$ cat src/rtl/rand_beat_server.sv
// rand_beat_server
//   CPU-side output server for the TRNG. Pops one MAX_BITS-wide word from
//   the selected entropy channel and serves it as OUT_W-bit beats, one beat
//   per slow_tick. The request size decides the beat count. Any bits of the
//   word above the request size are zeroed, so a short final beat comes out
//   zero-padded.
//
//   Optional feature: define RAND_BEAT_PROTOCOL_CHECK_EN to build the sticky
//   protocol checker behind proto_err. Without it, proto_err is tied to 0.
//
// Ports
//   ic_clk         block clock
//   rst            asynchronous, active-high reset
//   slow_tick      1-cycle pacing strobe, already synchronised
//   rand_req       request level; hold it high for back-to-back requests
//   rand_req_size  0:16b 1:32b 2:64b 3:128b (clamped to MAX_BITS)
//   rand_req_src   source channel; out-of-range values map to channel 0
//   src_word       per-channel words, channel i at [i*MAX_BITS +: MAX_BITS]
//   src_valid      per-channel word valid
//   src_ready      per-channel pop, one-hot or zero
//   rand_out       current beat; it holds the last beat between strobes
//   rand_valid     1-cycle beat strobe
//   rand_last      marks the final beat of a request
//   busy           high while the server is away from IDLE
//   proto_err      sticky protocol error
//
// state | meaning
// IDLE  | waiting for rand_req; latches size/src on accept
// FETCH | src_ready asserted on the selected channel until a word is popped
// SERVE | one beat per slow_tick until the beat count is reached
module rand_beat_server #(
    parameter int OUT_W    = 16,
    parameter int MAX_BITS = 64,
    parameter int NUM_SRC  = 2,
    localparam int SW      = (NUM_SRC > 1) ? $clog2(NUM_SRC) : 1
) (
    input  logic                        ic_clk,
    input  logic                        rst,
    input  logic                        slow_tick,
    input  logic                        rand_req,
    input  logic [1:0]                  rand_req_size,
    input  logic [SW-1:0]               rand_req_src,
    input  logic [NUM_SRC*MAX_BITS-1:0] src_word,
    input  logic [NUM_SRC-1:0]          src_valid,
    output logic [NUM_SRC-1:0]          src_ready,
    output logic [OUT_W-1:0]            rand_out,
    output logic                        rand_valid,
    output logic                        rand_last,
    output logic                        busy,
    output logic                        proto_err
);

    localparam int CW = $clog2(MAX_BITS + 1);

    typedef enum logic [1:0] {IDLE, FETCH, SERVE} state_t;

    function automatic int req_bits(input logic [1:0] sz);
        int b;
        b = 16 << int'(sz);
        if (b > MAX_BITS) b = MAX_BITS;
        return b;
    endfunction

    function automatic logic [CW-1:0] req_beats(input logic [1:0] sz);
        return CW'((req_bits(sz) + OUT_W - 1) / OUT_W);
    endfunction

    function automatic logic [MAX_BITS-1:0] req_mask(input logic [1:0] sz);
        logic [MAX_BITS-1:0] m;
        int b;
        b = req_bits(sz);
        for (int i = 0; i < MAX_BITS; i++) m[i] = (i < b);
        return m;
    endfunction

    state_t              state, state_nx;
    logic [1:0]          size_q;
    logic [SW-1:0]       src_q;
    logic [CW-1:0]       beats_q;
    logic [CW-1:0]       cnt_q;
    logic [MAX_BITS-1:0] shreg;
    logic [OUT_W-1:0]    hold_q;

    logic [SW-1:0]       src_eff;
    logic [MAX_BITS-1:0] sel_word;
    logic                sel_valid;
    logic                fetch_go;
    logic                capture;
    logic                beat;
    logic                final_beat;

    assign src_eff   = (int'(src_q) >= NUM_SRC) ? '0 : src_q;
    assign sel_word  = src_word[int'(src_eff)*MAX_BITS +: MAX_BITS];
    assign sel_valid = src_valid[src_eff];

    // Dropping rand_req withdraws src_ready in the same cycle, so an aborted
    // fetch never pops a word.
    assign fetch_go   = (state == FETCH) && rand_req;
    assign capture    = fetch_go && sel_valid;
    assign beat       = (state == SERVE) && rand_req && slow_tick;
    assign final_beat = beat && ((cnt_q + CW'(1)) == beats_q);

    always_comb begin
        state_nx  = state;
        src_ready = '0;
        if (fetch_go) src_ready[src_eff] = 1'b1;
        case (state)
            IDLE:    if (rand_req) state_nx = FETCH;
            FETCH:   if (!rand_req) state_nx = IDLE;
                     else if (capture) state_nx = SERVE;
            SERVE:   if (!rand_req || final_beat) state_nx = IDLE;
            default: state_nx = IDLE;
        endcase
    end

    assign rand_valid = beat;
    assign rand_last  = final_beat;
    assign rand_out   = beat ? shreg[OUT_W-1:0] : hold_q;
    assign busy       = (state != IDLE);

    always_ff @(posedge ic_clk or posedge rst) begin
        if (rst) begin
            state   <= IDLE;
            size_q  <= '0;
            src_q   <= '0;
            beats_q <= '0;
            cnt_q   <= '0;
            shreg   <= '0;
            hold_q  <= '0;
        end else begin
            state <= state_nx;
            if ((state == IDLE) && rand_req) begin
                size_q  <= rand_req_size;
                src_q   <= rand_req_src;
                beats_q <= req_beats(rand_req_size);
                cnt_q   <= '0;
            end
            if (capture) shreg <= sel_word & req_mask(size_q);
            if (beat) begin
                shreg  <= shreg >> OUT_W;
                cnt_q  <= cnt_q + CW'(1);
                hold_q <= shreg[OUT_W-1:0];
            end
        end
    end

`ifdef RAND_BEAT_PROTOCOL_CHECK_EN
    logic err_q;
    logic req_changed;
    logic over_count;
    logic multi_ready;

    assign req_changed = (state != IDLE) &&
                         ((rand_req_size != size_q) || (rand_req_src != src_q));
    assign over_count  = (state == SERVE) && (cnt_q >= beats_q);
    assign multi_ready = ((src_ready & (src_ready - 1'b1)) != '0);

    always_ff @(posedge ic_clk or posedge rst) begin
        if (rst) err_q <= 1'b0;
        else if (req_changed || over_count || multi_ready) err_q <= 1'b1;
    end

    assign proto_err = err_q;
`else
    assign proto_err = 1'b0;
`endif

endmodule

$ cat config.mk
export PLATFORM = sky130hd
export DESIGN_NAME = rand_beat_server
export DESIGN_NICKNAME = d
export VERILOG_FILES = /design/src/rtl/rand_beat_server.sv
export SDC_FILE = /design/constraint.sdc
export NUM_CORES = 1
export LEC_CHECK = 0
export CAP_MARGIN = 20
export CORE_MARGIN = 2
export CORE_UTILIZATION = 42
export DETAILED_ROUTE_END_ITERATION = 10
export PLACE_DENSITY = 0.84
export SYNTH_ARGS = -nofsm -noshare
export SYNTH_HDL_FRONTEND = slang
export SYNTH_SLANG_ARGS = --single-unit
$ cat constraint.sdc
create_clock -name ic_clk -period 3 [get_ports ic_clk]
set_input_delay 0.45 -clock ic_clk [delete_from_list [all_inputs] [get_ports ic_clk]]
set_output_delay 0.45 -clock ic_clk [all_outputs]
set_load 0.01 [all_outputs]
==> results of run 1 <==
stage by stage:
step           area, sq um  total power (uW)  worst slack [ns]  utilization, %
2_1_floorplan         5052              2584           0.04463               -
3_3_place_gp          6755              3095            0.3818           56.95
3_5_place_dp          6755              3154            0.3381           56.95
4_1_cts               7066              4346           0.09930           59.57
5_1_grt               7066              4562           0.03056           59.57
6_report              7066              4321            0.1354           59.57
area by class of cell:
type                    instances  area [sq um]
inverters                       3         13.76
repair buffers                170          1694
flip-flops and latches         96          2406
clock inverters                 5         81.33
fillers                      1019          4796
clock buffers                  10         229.0
well taps                     147         183.9
multi-input cells             424          2457
worst paths after layout:
kind / end / slack [ns]
max: rand_last / 0.14
min: hold_q[1] / 0.47
max reg2reg: shreg[41] / 0.86
min reg2reg: hold_q[1] / 0.47
max in group asynchronous: shreg[25] / 1.76
min in group asynchronous: hold_q[11] / 0.56
cells in the mapped netlist, drive strengths merged:
cell type | number | share of area, %
nand2 | 100 | 7.4
dfrtp | 96 | 48
nor2 | 71 | 5.3
mux2i | 49 | 9.7
a21oi | 48 | 4.8
nor4 | 32 | 4.0
clkbuf | 28 | 2.1
nor2b | 20 | 2.5
buf | 18 | 1.8
o31ai | 17 | 2.5
a211oi | 16 | 2.4
a31oi | 16 | 2.0
or3 | 16 | 2.0
o21ai | 9 | 0.89
xnor2 | 5 | 0.87
xor2 | 4 | 0.69
and2 | 3 | 0.37
inv | 3 | 0.22
nand3 | 3 | 0.30
nand3b | 2 | 0.54
or2 | 2 | 0.25
a22o | 1 | 0.17
a41oi | 1 | 0.17
and3 | 1 | 0.12
conb | 1 | 0.074
ha | 1 | 0.25
nand2b | 1 | 0.12
nand4 | 1 | 0.12
nand4b | 1 | 0.17
nor3b | 1 | 0.15
nor4bb | 1 | 0.20
xnor3 | 1 | 0.45
kinds of logic after synthesis:
logic type               share of synthesized area, %
AO/OA/AOI/OAI                                   12.88
buffers and inverters                           4.061
AND/OR/NAND/NOR                                 23.48
flip-flops                                      47.55
XOR/XNOR                                        2.006
other                                         0.07422
adder cells (fa/ha/maj)                        0.2476
multiplexers                                    9.708
routing by layer:
metal	GRT usage [%]	wire length, um	vias to the layer above
li1	-	-	2266
met1	28.67	6063	2189
met2	37.01	6868	150
met3	2.497	674	6
met4	3.902	62	0
met5	0	0	-
sequential cells by signal, summed over array words and instances, names as in the netlist:
signal / cells
shreg: 64
hold_q: 16
cnt_q: 7
beats_q: 4
size_q: 2
state: 2
src_eff: 1
worst max-delay path: cells and delay by family, from the launching register on:
family        cells  cell delay (ns)
xor+xnor          1             0.38
fa+ha+maj         1             0.28
buf+inv           1             0.58
flops             1             0.44
simple gates      2             0.41
where the power goes:
group          leakage, uW  internal, uW  switching, uW  total [uW]
clock network     0.000149           728            467        1200
logic              0.00167           634            581        1220
registers          0.00123          1680            228        1910
total              0.00305          3040           1280        4320
==> results.sh, run 1 <==
export IMPL_dp_hpwl_um=9964
export IMPL_clkTransAtPathRegs_ns=0.07
export IMPL_holdCritStartpoint="hold_q[1]"
export IMPL_fin_setup_tns_ns=0
export IMPL_hp_class="flop to flop"
export IMPL_row_count=40
export IMPL_crit_path_start_kind="flop"
export IMPL_n_antenna_cell=0
export IMPL_crit_slowest_cell="clkdlybuf4s50_1"
export IMPL_fin_crit_sh_pct=95.49
export IMPL_crit_type="flop to output pin"
export IMPL_stdcell_count=855
export IMPL_syn_area_sq_um=5052
export IMPL_required_ns=2.55
export IMPL_tritoncts="built"
export IMPL_antenna_found_initial=0
export IMPL_yosys_warnings=0
export IMPL_critPathArrivalTime_ns=2.41
export IMPL_routedWlPerCell_um=15.99
export IMPL_final_nets=842
export IMPL_io_buffers=157
export IMPL_finalClockSkew_ns=0.007405
export IMPL_ctsHtreeMaxLevel=3
export IMPL_clk_latency_ns=0.33
export IMPL_whs_path_depth=2
export IMPL_drt_iter0_drc=385
export IMPL_final_common_cell="clkdlybuf4s50_1"
export IMPL_ant_nets=0
export IMPL_grt_setup_unrepaired="false"
export IMPL_fmax_mhz=349.1
export IMPL_syn_area_per_cell_sq_um=8.879
export IMPL_io_pins=159
export IMPL_drt_pass1_iter_count=5
export IMPL_cp_startpoint="cnt_q[0]"
export IMPL_overflow=0
export IMPL_ys_ff_latch=96
export IMPL_cts_resized=0
export IMPL_num_vias=4611
export IMPL_post_cts_buffers=0
export IMPL_path_cells="ha_1, xnor3_1, nand4_1, nor4bb_1, clkdlybuf4s50_1"
export IMPL_gp_congestion=0.7609
export IMPL_dieArea_sq_um=12920
export IMPL_endpoint_kind="output pin"
export IMPL_reg2reg_from="src_eff"
export IMPL_peakVddDrop_mv=0.3634
export IMPL_synth_cell_types=38
export IMPL_area_delta_synth_final_pct=39.85
export IMPL_outcome="finished, final reports clean"
export IMPL_rr_worst_depth=5
export IMPL_grt_pass1_vias=4498
export IMPL_cts_hold_buf=0
export IMPL_grt_pass1_wl_um=22140
export IMPL_cts_sinks=96
export IMPL_cpPeakStageDelay_ns=0.58
export IMPL_final_max_slew_viol_count=0
export IMPL_cellLeakagePower_uw=0.003051
export IMPL_die_h_um=113.7
export IMPL_max_slew_margin_pct=39.18
export IMPL_cp_max_fo=6
export IMPL_fin_crit_ns=2.865
export IMPL_dieWidth_um=113.7
export IMPL_cts_buffers=9
export IMPL_drc=0
export IMPL_worst_hold_slack_ns=0.4714
export IMPL_clock_path_buffers=2
export IMPL_ys_seq_area_share_pct=47.55
export IMPL_setup_viol=0
export IMPL_grt_max_degree=71
export IMPL_syn_num_nets=707
export IMPL_root_buffer="clkbuf_16"
export IMPL_dp_cells=840
export IMPL_drive_above_1_share_pct=4.802
export IMPL_worstMarginPinSlew_ns=0.9113
export IMPL_start_util_pct=42.59
export IMPL_finalHoldViolations=0
export IMPL_totalWireLength_um=13670
export IMPL_vias_per_cell=5.393
export IMPL_layout_cells_most_common_list="157 x clkdlybuf4s50_1, 100 x nand2_1, 95 x dfrtp_1, 71 x nor2_1"
export IMPL_cap_viol_max_count=0
export IMPL_grt_use_total_pct=21.13
export IMPL_syn_inst=569
export IMPL_coreArea_sq_um=11860
export IMPL_powerDensity_nw_per_um2=611.5
No activity file was read; power rests on OpenSTA's default activity.
==> run 2: changes to the inputs <==
--- a/config.mk
+++ b/config.mk
@@ -9,7 +9,7 @@
 export CORE_MARGIN = 2
 export CORE_UTILIZATION = 42
 export DETAILED_ROUTE_END_ITERATION = 10
-export PLACE_DENSITY = 0.84
+export PLACE_DENSITY = 0.74
 export SYNTH_ARGS = -nofsm -noshare
 export SYNTH_HDL_FRONTEND = slang
 export SYNTH_SLANG_ARGS = --single-unit
==> run 2 against run 1 <==
Via count grew 0.17%. Setup slack gained 0.094 ns. Utilization is the same. Clock power is essentially flat. Highest routed layer unchanged. Largest cell class unchanged. Clock-buffer cell count grew 3. Worst hold slack gained 0.0084 ns. Flip-flop and latch count is the same.
==> results.sh, run 2 (same netlist as run 1, synthesis figures left out) <==
export IMPL_tritoncts="built"
export IMPL_dieWidth_um=113.7
export IMPL_root_buffer="clkbuf_16"
export IMPL_ant_nets=0
export IMPL_required_ns=2.55
export IMPL_grt_pass1_wl_um=22870
export IMPL_coreArea_sq_um=11860
export IMPL_grt_use_total_pct=22.05
export IMPL_cts_resized=0
export IMPL_dieArea_sq_um=12920
export IMPL_reg2reg_from="src_eff"
export IMPL_largest_reg_flops=64
export IMPL_cellLeakagePower_uw=0.003071
export IMPL_fin_crit_ns=2.771
export IMPL_layout_cells_most_common_list="156 x clkdlybuf4s50_1, 100 x nand2_1, 95 x dfrtp_1, 71 x nor2_1"
export IMPL_peakVddDrop_mv=0.3492
export IMPL_drive_above_1_share_pct=4.520
export IMPL_holdCritStartpoint="hold_q[2]"
export IMPL_dp_hpwl_um=9937
export IMPL_worstMarginPinSlew_ns=0.9959
export IMPL_rr_worst_depth=5
export IMPL_grt_max_degree=71
export IMPL_cap_viol_max_count=0
export IMPL_antenna_found_initial=0
export IMPL_setup_viol=0
export IMPL_start_util_pct=42.59
export IMPL_clkTransAtPathRegs_ns=0.06
export IMPL_largest_registers="shreg x64, hold_q x16, cnt_q x7"
export IMPL_powerDensity_nw_per_um2=615.7
export IMPL_critPathTopFamily="buffers and inverters"
export IMPL_cts_buffers=9
export IMPL_crit_cells=7
export IMPL_final_nets=841
export IMPL_routedWlPerCell_um=16.44
export IMPL_cts_sinks=96
export IMPL_fmax_mhz=360.9
export IMPL_critPathArrivalTime_ns=2.32
export IMPL_drt_pass1_iter_count=5
export IMPL_ctsHtreeMaxLevel=3
export IMPL_drc=0
export IMPL_max_slew_margin_pct=33.61
export IMPL_whs_path_depth=2
export IMPL_io_buffers=157
export IMPL_cts_hold_buf=0
export IMPL_fin_crit_sh_pct=92.35
export IMPL_outcome="finished, final reports clean"
export IMPL_die_h_um=113.7
export IMPL_hp_class="flop to flop"
export IMPL_vias_per_cell=5.402
export IMPL_cp_startpoint="rand_req"
export IMPL_post_cts_buffers=0
export IMPL_seqCellArea_sq_um=2406
export IMPL_drt_iter0_drc=398
export IMPL_crit_slowest_cell="clkdlybuf4s50_1"
export IMPL_gp_congestion=0.7866
export IMPL_fin_util_pct=59.57
export IMPL_cp_max_fo=68
export IMPL_largest_register="shreg"
export IMPL_totalWireLength_um=14060
export IMPL_path_buf_inv=4
export IMPL_cpPeakStageDelay_ns=0.57
export IMPL_final_max_slew_viol_count=0
export IMPL_n_antenna_cell=0
export IMPL_final_common_cell="clkdlybuf4s50_1"
export IMPL_crit_path_start_kind="primary input"
export IMPL_n_fill_cell=1020
export IMPL_io_pins=159
export IMPL_crit_type="primary input to output pin"
export IMPL_clk_latency_ns=0.34
export IMPL_grt_setup_unrepaired="false"
export IMPL_multi_input_area_sq_um=2457
export IMPL_area_delta_synth_final_pct=39.85
export IMPL_num_vias=4619
export IMPL_clock_path_buffers=2
export IMPL_finalHoldViolations=0
export IMPL_finalClockSkew_ns=0.007213
export IMPL_overflow=0
export IMPL_grt_pass1_vias=4579
export IMPL_fin_setup_tns_ns=0
export IMPL_path_cells="clkdlybuf4s50_1, nand4b_1, inv_2, buf_12, nand2_1, nand2_1, clkdlybuf4s50_1"
export IMPL_row_count=40
export IMPL_endpoint_kind="output pin"
==> run 2: cell count changes in the layout (fill, tap and decap cells not counted), sizes merged <==
cell           delta
clkbuf            +3
buf               -1
clkdlybuf4s50     -1
clkinvlp          -1
dlymetal6s2s      +1
inv               -1
==> run 2: final timing paths <==
kind	to	slack, ns
setup / recovery	rand_out[8]	0.23
hold / removal	hold_q[2]	0.48
max in group asynchronous	src_eff	1.74
hold reg to reg	hold_q[2]	0.48
setup reg to reg	shreg[35]	0.82
min in group asynchronous	shreg[12]	0.53
==> run 2: routing by layer <==
layer | global-route usage, % | part of all wire [%]
met5 | 0 | 0
met1 | 30.99 | 45
met4 | 7.317 | 1.8
met3 | 2.497 | 5.4
met2 | 35.89 | 48
==> run 2: area by class of cell <==
class,instances,area share [%]
timing repair buffer,169,23.91
inverter,3,0.1948
clock inverter,3,0.9208
sequential,96,34.05
clock buffer,13,3.542
multi-input combinational,424,34.78
tap,147,2.603
==> run 2: where the power goes <==
group	switching, uW	total, uW	internal, uW
Combinational	582	1220	634
Sequential	226	1910	1680
Clock	472	1230	753
==> run 2: stage by stage <==
step | setup slack [ns] | hold slack, ns | instance area [sq um] | std cells | power [uW]
4_1_cts | 0.04982 | 0.4806 | 7063 | 855 | 4364
6_report | 0.2294 | 0.4797 | 7066 | 855 | 4350
5_1_grt | 0.09745 | 0.5059 | 7066 | 855 | 4593
3_3_place_gp | 0.2840 | 0.4556 | 6748 | 839 | 3087
2_1_floorplan | 0.04463 | 0.4467 | 5052 | 569 | 2584
3_5_place_dp | 0.2216 | 0.4577 | 6748 | 839 | 3141
==> run 2: worst register-to-register path: stages, from the launching register on <==
cell and delay, ns:
dfrtp_4 0.50, mux2i_4 0.17, or2_2 0.80, buf_4 0.36, a21oi_1 0.10, a21oi_1 0.18
